File: config.mk
export PLATFORM = sky130hd
export DESIGN_NAME = demux4_buffered_flat
export DESIGN_NICKNAME = d
export VERILOG_FILES = /design/src/rtl/demux4_buffered_pkg.sv /design/src/rtl/demux4_buffered_if.sv /design/src/rtl/demux4_buffered_fifo2.sv /design/src/rtl/demux4_buffered.sv /design/src/flat_wrapper.sv
export SDC_FILE = /design/constraint.sdc
export NUM_CORES = 1
export LEC_CHECK = 0
export ABC_AREA = 1
export CAP_MARGIN = 10
export CORE_MARGIN = 10
export CORE_UTILIZATION = 55
export DETAILED_ROUTE_END_ITERATION = 12
export PLACE_DENSITY_LB_ADDON = 0.2
export SLEW_MARGIN = 5
export SYNTH_ARGS = -nofsm -noshare
export SYNTH_HDL_FRONTEND = slang
export SYNTH_SLANG_ARGS = --single-unit
File: constraint.sdc
create_clock -name clk -period 7.2 [get_ports clk]
set_input_delay 1.8 -clock clk [delete_from_list [all_inputs] [get_ports clk]]
set_output_delay 1.8 -clock clk [all_outputs]
set_load 0.01 [all_outputs]
File: src/rtl/demux4_buffered_pkg.sv
// Shared constants and helpers for the buffered 1-to-4 demultiplexer.
//   N_CH       number of destination channels
//   SEL_W      width of the channel select
//   FIFO_DEPTH entries per channel FIFO
//   CNT_W      width of a per-channel occupancy count (0..FIFO_DEPTH)
package demux4_buffered_pkg;

   localparam int unsigned N_CH       = 4;
   localparam int unsigned SEL_W      = 2;
   localparam int unsigned FIFO_DEPTH = 2;
   localparam int unsigned CNT_W      = $clog2(FIFO_DEPTH + 1);

   // One-hot channel decode of a select value.
   function automatic logic [N_CH-1:0] sel_onehot(input logic [SEL_W-1:0] sel);
      return N_CH'(1) << sel;
   endfunction

endpackage

File: src/rtl/demux4_buffered_if.sv
// Handshake bundle for demux4_buffered.
//   in_valid/in_ready/in_sel/in_data : producer side, one word routed per handshake
//   out_valid/out_ready/out_data     : four consumer channels, channel i at bit i /
//                                      out_data[i*WIDTH +: WIDTH]
//   idle                             : all channel FIFOs empty
// master = producer/consumer environment, slave = the demux.
interface demux4_buffered_if #(
   parameter int unsigned WIDTH = 8
);
   import demux4_buffered_pkg::*;

   logic                    in_valid;
   logic                    in_ready;
   logic [SEL_W-1:0]        in_sel;
   logic [WIDTH-1:0]        in_data;
   logic [N_CH-1:0]         out_valid;
   logic [N_CH-1:0]         out_ready;
   logic [N_CH*WIDTH-1:0]   out_data;
   logic                    idle;

   modport master (
      output in_valid, in_sel, in_data, out_ready,
      input  in_ready, out_valid, out_data, idle
   );

   modport slave (
      input  in_valid, in_sel, in_data, out_ready,
      output in_ready, out_valid, out_data, idle
   );

endinterface

File: src/rtl/demux4_buffered_fifo2.sv
// Two-entry FIFO used for each demux channel.
//   clk, rst : clock, asynchronous active-high reset
//   push/din : write din when push and not full
//   full     : two entries stored
//   pop      : remove head when pop and valid (ignored while empty)
//   dout     : head entry, valid : head present, empty : no entries
module fifo2
   import demux4_buffered_pkg::*;
#(
   parameter int unsigned WIDTH = 8
) (
   input  logic             clk,
   input  logic             rst,
   input  logic             push,
   input  logic [WIDTH-1:0] din,
   output logic             full,
   input  logic             pop,
   output logic [WIDTH-1:0] dout,
   output logic             valid,
   output logic             empty
);

   logic [WIDTH-1:0] mem_q [FIFO_DEPTH];
   logic             wr_ptr_q;
   logic             rd_ptr_q;
   logic [CNT_W-1:0] count_q;
   logic [CNT_W-1:0] count_d;
   logic             do_push;
   logic             do_pop;

   assign full    = (count_q == CNT_W'(FIFO_DEPTH));
   assign empty   = (count_q == '0);
   assign valid   = !empty;
   assign dout    = mem_q[rd_ptr_q];
   assign do_push = push && !full;
   assign do_pop  = pop && valid;

   always_comb begin
      count_d = count_q;
      unique case ({do_push, do_pop})
         2'b10:   count_d = count_q + CNT_W'(1);
         2'b01:   count_d = count_q - CNT_W'(1);
         default: count_d = count_q; // idle, or push+pop keeps occupancy
      endcase
   end

   always_ff @(posedge clk or posedge rst) begin
      if (rst) begin
         for (int i = 0; i < FIFO_DEPTH; i++) begin
            mem_q[i] <= '0;
         end
         wr_ptr_q <= 1'b0;
         rd_ptr_q <= 1'b0;
         count_q  <= '0;
      end else begin
         if (do_push) begin
            mem_q[wr_ptr_q] <= din;
            wr_ptr_q        <= ~wr_ptr_q;
         end
         if (do_pop) begin
            rd_ptr_q <= ~rd_ptr_q;
         end
         count_q <= count_d;
      end
   end

endmodule

File: src/rtl/demux4_buffered.sv
// Buffered 1-to-4 demultiplexer: routes each accepted input word to the channel
// chosen by in_sel, each channel backed by its own 2-entry FIFO so a stalled
// consumer only blocks its own channel.
//   clk, rst : clock, asynchronous active-high reset
//   bus      : demux4_buffered_if slave modport (input handshake, 4 output channels,
//              idle)
module demux4_buffered
   import demux4_buffered_pkg::*;
#(
   parameter int unsigned WIDTH = 8
) (
   input  logic              clk,
   input  logic              rst,
   demux4_buffered_if.slave  bus
);

   logic [N_CH-1:0]       full;
   logic [N_CH-1:0]       empty;
   logic [N_CH-1:0]       push;
   logic [N_CH-1:0]       head_valid;
   logic [N_CH*WIDTH-1:0] head_data;
   logic                  in_ready;

   // Ready depends only on FIFO state and select, never on out_ready.
   assign in_ready      = !full[bus.in_sel];
   assign push          = sel_onehot(bus.in_sel) & {N_CH{bus.in_valid && in_ready}};

   assign bus.in_ready  = in_ready;
   assign bus.out_valid = head_valid;
   assign bus.out_data  = head_data;
   assign bus.idle      = &empty;

   for (genvar ch = 0; ch < N_CH; ch++) begin : g_ch
      fifo2 #(
         .WIDTH (WIDTH)
      ) u_fifo (
         .clk   (clk),
         .rst   (rst),
         .push  (push[ch]),
         .din   (bus.in_data),
         .full  (full[ch]),
         .pop   (bus.out_ready[ch]),
         .dout  (head_data[ch*WIDTH +: WIDTH]),
         .valid (head_valid[ch]),
         .empty (empty[ch])
      );
   end

endmodule

File: src/flat_wrapper.sv
// flat-port wrapper written by rule: the top's interface ports become plain ports
module demux4_buffered_flat import demux4_buffered_pkg::*;
#(
   parameter int unsigned WIDTH = 8
)
  (clk, rst, bus_in_valid, bus_in_sel, bus_in_data, bus_out_ready, bus_in_ready, bus_out_valid, bus_out_data, bus_idle);
  demux4_buffered_if #(.WIDTH(WIDTH)) bus_i ();
  input  logic clk;
  input  logic rst;
  input wire logic [$bits(bus_i.in_valid)-1:0] bus_in_valid;
  input wire logic [$bits(bus_i.in_sel)-1:0] bus_in_sel;
  input wire logic [$bits(bus_i.in_data)-1:0] bus_in_data;
  input wire logic [$bits(bus_i.out_ready)-1:0] bus_out_ready;
  output wire logic [$bits(bus_i.in_ready)-1:0] bus_in_ready;
  output wire logic [$bits(bus_i.out_valid)-1:0] bus_out_valid;
  output wire logic [$bits(bus_i.out_data)-1:0] bus_out_data;
  output wire logic [$bits(bus_i.idle)-1:0] bus_idle;
  assign bus_i.in_valid = bus_in_valid;
  assign bus_i.in_sel = bus_in_sel;
  assign bus_i.in_data = bus_in_data;
  assign bus_i.out_ready = bus_out_ready;
  assign bus_in_ready = bus_i.in_ready;
  assign bus_out_valid = bus_i.out_valid;
  assign bus_out_data = bus_i.out_data;
  assign bus_idle = bus_i.idle;
  demux4_buffered #(.WIDTH(WIDTH)) u_core (.clk(clk), .rst(rst), .bus(bus_i));
endmodule
== After elaboration in Yosys (flattened, before gate mapping) ==
Cells that the tools add are included.
Cells by class
  add/subtract/negate cells: 8
  $lt $le $gt $ge: 13
  eq/ne operators: 12
  shifts and indexed selects: 1
  muxes and demuxes: 30
  bitwise operators: 17
  reduce and logical (&&, ||, !) cells: 31
Operator list (number)
  8-bit two-way mux: 16
  16-bit bitwise mux: 4
  8-bit demux with 1-bit select: 4
  2-bit equality test (second input constant): 8
  2-bit >= comparator (second input constant): 8
  1-bit NOT with 2-bit output: 8
  2-bit one-hot mux with 2 select lines: 4
  1-bit logical AND: 13
  1-bit logical NOT: 9
  2-bit by 1-bit adder with 2-bit output (second input constant): 4
  2-bit by 1-bit equality test with 1-bit output (second input constant): 4
  2-bit logical NOT: 4
  2-bit by 1-bit < comparator with 1-bit output (second input constant): 4
  1-bit NOT: 8
  2-bit nonzero test: 4
  2-bit by 1-bit subtractor with 2-bit output (second input constant): 4
  4-bit bitwise AND: 1
  4-bit AND reduction: 1
  1-bit by 2-bit << shifter with 4-bit output (first input constant): 1
  2-bit by 3-bit < comparator with 1-bit output (second input constant): 1
  1-bit binary-select mux with 2-bit select: 1
  1-bit two-way mux: 1
Storage, ports and cells
  flip-flop bits (word level): 80
  bits of input ports: 17
  output and inout port bits: 38
  word-level logic and storage cells: 132

== Depth between registers and ports, before layout ==
  depth in word-level cells: 9
  depth in mapped cells: 12
  depth with buffers taken out: 12

== By module ==
From an unflattened synthesis, not the netlist that was laid out.
Unflattened totals
  cell total of the unflattened synthesis: 532
  area total of the unflattened synthesis: 4196.5 µm²
By module, submodules not included
  fifo2: times used 4, cells each 127, area each 1021.0 µm², sequential area each 500.5 µm²
  demux4_buffered: times used 1, cells each 24, area each 112.6 µm², sequential area each 0.0 µm²

== Worst setup path after synthesis ==
No wires, ideal clock.
  kind: input port to output port
  start point: input bus_in_sel[1]
  end point: output bus_in_ready
  arrival: 2.327 ns
  data required time: 5.400 ns
  path slack: 3.073 ns
  cell stages on the path: 5
  path buffers: 0
  cell sequence: inv_1 -> nor2_1 -> nand2_1 -> nand2_1 -> nor2_4
On the way
  longest elaborated chain between the ends: 3
RTL lines
  start, declared: line flat_wrapper.sv:11  | input wire logic [$bits(bus_i.in_sel)-1:0] bus_in_sel;
  1-bit binary-select mux with 2-bit select: line demux4_buffered.sv:25  | assign in_ready = !full[bus.in_sel];
  1-bit two-way mux (implied by the code): line demux4_buffered.sv:25
  1-bit logical NOT: line demux4_buffered.sv:25
  end, declared: line flat_wrapper.sv:14  | output wire logic [$bits(bus_i.in_ready)-1:0] bus_in_ready;
No other way between the ends. The select of a mux whose other input is x is not followed.

== Worst setup path after layout ==
Ends and elaborated chain as after synthesis.

==> metrics.yaml <==
sta:
  rsz0062_at_grt: "false"
  tightest_slew_ns: 1.00
  tns_ns: 0
  setup_viol_count_final: 0
  period_needed_ns: 5.40
  fmax_mhz: 185
  layout_setup_ws_ns: 1.80
  finalHoldViolations: 0
  slew_violations: 0
  max_slew_margin_pct: 33.0
  finalCritPeriodShare_pct: 75.1
  finClkSkew_ns: 0.0114
yosys:
  synth_flop_cell: "dfrtp_1"
  ys_async_sr_fraction_pct: 100
  ys_ff_latch: 80
  syn-num-nets: 523
  synth.distinct_cells: 26
  syn_avg_cell_area_sq_um: 7.91
  synth-edff-count: 0
  ys_seq_area_share_pct: 50.4
  syn_area_sq_um: 3970
  netlist_instances: 502
  yosys_warnings: 0
global_routing:
  first_global_vias: 3180
  grt_pass1_wl_microns: 15700
  grt_max_degree: 81
  grt_overflow: 0
  antenna_found_initial: 0
  grt_usage_pct: 17.2
power:
  intPower_mw: 1.31
  p_seq_share_pct: 40.0
  power.density_nw_per_um2: 457
  p_sw_mw: 0.830
  p_clk_share_pct: 17.6
  pwr-share-comb_pct: 42.4
  ir_drop_v: 0.000252
  swShare_pct: 38.8
  power.leakage_nw: 2.49
clock_tree:
  cts-root-buf: "clkbuf_8"
  cts.path.max_buffers: 2
  clock-sinks: 80
  cts_tree: "done"
  clkTransAtPathRegs_ns: 0.08
  cts_setup_buffers: 0
  ctsHoldBuffers: 0
  cts-htree-levels: 3
  cts_buffers: 9
  cts_resized: 0
  insertion_delay_ns: 0.35
die:
  start_util_pct: 57.5
  die-area_sq_um: 11000
  die_h_microns: 105
  io-pin-count: 55
  core_area_sq_um: 6910
  row_count: 30
  die_w_microns: 105
outcome:
  status: "finished clean"
worst_setup_path:
  critPathCaptureType: "output port"
  r2r_slack_ns: 5.02
  startpoint_type: "input port"
  cp.arrival_ns: 3.60
  slowest_delay_ns: 0.62
  cpMaxStageDelayCell: "clkdlybuf4s50_1"
  crit_type: "in2out"
  crit_path_cell_trace: "clkdlybuf4s50_1 > inv_1 > nor2_1 > nand2_1 > nand2_1 > nor2_4 > clkdlybuf4s50_1"
  required_ns: 5.40
  critPathMaxFanout: 5
cells_and_area:
  seq_area_sq_um: 2000
  fillCellCount: 584
  antennaDiodeCount: 0
  multi_input_area_sq_um: 1670
  syn2layout_area_growth_pct: 18.2
  fin_util_pct: 67.9
  drive_above_1_share_pct: 6.88
  fin_cells: 648
  final_common_cell: "nand2_1"
  mostFrequentLayoutCells: "278 x nand2_1, 80 x dfrtp_1, 54 x clkdlybuf4s50_1, 35 x nand3_1, 23 x inv_1"
  nets: 568
route:
  vias: 3252
  wl_microns: 9520
  ant_nets: 0
  drtPass1Iterations: 4
  wl_per_cell_microns: 14.7
  vias_per_cell: 5.02
  drt_iter0_markers: 176
  drcViolationCount: 0
placed_design:
  dp.final_hpwl_microns: 6470
  placed_cells: 632
  dp_slack_ns: 1.83
  port_buffers: 54
  globalplace.congestion: 0.829
worst_hold_path:
  hold_class: "reg2reg"
job:
  drv_cap: 0
[area by class of cell]
class	count	share of cell area, %
clock inverters	6	1.95
flip-flops and latches	80	42.7
inverters	33	2.64
well taps	96	2.56
multi-input cells	368	35.5
repair buffers	55	11.7
clock buffers	10	2.93
[metal layers]
metal  global-route usage [%]  routed length (microns)  share of wire (%)  up-vias
met5                        0                        0                  0        -
met4                     5.10                      130                1.4        0
met3                     4.12                      703                7.4       11
met2                     29.0                     4740                 50       95
met1                     21.3                     3950                 41     1531
li1                         -                        -                  -     1615
[logic make-up (layout without fill, tap and decap cells)]
kind of cell | after synthesis | count (layout) | synth area share (%)
AND/OR/NAND/NOR | 344 | 344 | 37.1
buffers and inverters | 54 | 104 | 7.57
adder cells (fa/ha/maj) | 4 | 4 | 1.26
AO/OA/AOI/OAI | 8 | 8 | 1.01
flip-flops | 80 | 80 | 50.4
XOR/XNOR | 12 | 12 | 2.65
[per-stage QoR]
step / cell area (sq um) / hold WS [ns] / power (mW)
floorplan: 3970 / 0.442 / 1.37
global placement: 4460 / 0.453 / 1.75
detailed placement: 4460 / 0.459 / 1.78
CTS: 4690 / 0.478 / 2.16
global route: 4690 / 0.501 / 2.30
finish: 4690 / 0.476 / 2.14
[state kept, by name, summed over array words and instances (netlist names)]
register and flops:
u_core.g_ch.u_fifo.mem_q 64, u_core.g_ch.u_fifo.count_q 8, u_core.g_ch.u_fifo.rd_ptr_q 4, u_core.g_ch.u_fifo.wr_ptr_q 4
[path summary, 6_finish.rpt]
path                                                        from                          endpoint  cells after the start
worst min-delay path             u_core.g_ch[1].u_fifo.mem_q[15]   u_core.g_ch[1].u_fifo.mem_q[15]                      2
max in group asynchronous                                    rst    u_core.g_ch[0].u_fifo.mem_q[3]                      3
worst max-delay path                               bus_in_sel[1]                      bus_in_ready                      7
worst min register to register   u_core.g_ch[1].u_fifo.mem_q[15]   u_core.g_ch[1].u_fifo.mem_q[15]                      2
worst max register to register  u_core.g_ch[0].u_fifo.count_q[0]  u_core.g_ch[2].u_fifo.count_q[1]                     11
min in group asynchronous                                    rst    u_core.g_ch[2].u_fifo.mem_q[5]                      3
[power groups by stage]
stage / sequential [mW] / clock (mW) / combinational (mW)
final: 0.857 / 0.376 / 0.909
after global routing: 0.885 / 0.392 / 1.02
after CTS: 0.853 / 0.379 / 0.927
after detailed placement: 0.857 / 0 / 0.918
after global placement: 0.848 / 0 / 0.897
after floorplan: 0.778 / 0 / 0.595
[synth_stat cells, drive strengths merged (2+ instances only)]
cell / instances / area [sq um]
inv: 27 / 101
o21ai: 4 / 20.0
a21oi: 4 / 20.0
nor2: 19 / 126
dfrtp: 80 / 2000
ha: 4 / 50.1
bufbuf: 2 / 37.5
xnor2: 6 / 52.6
buf: 13 / 109
clkinv: 6 / 22.5
nand4: 6 / 80.1
nand3: 36 / 185
xor2: 6 / 52.6
clkbuf: 6 / 30.0
nand2: 282 / 1070
[critical path, delay by kind of cell]
kind,cells,cell delay [ns]
AND/OR/NAND/NOR,4,0.52
buffers and inverters,3,1.28
Power figures use the tool's default switching activity.
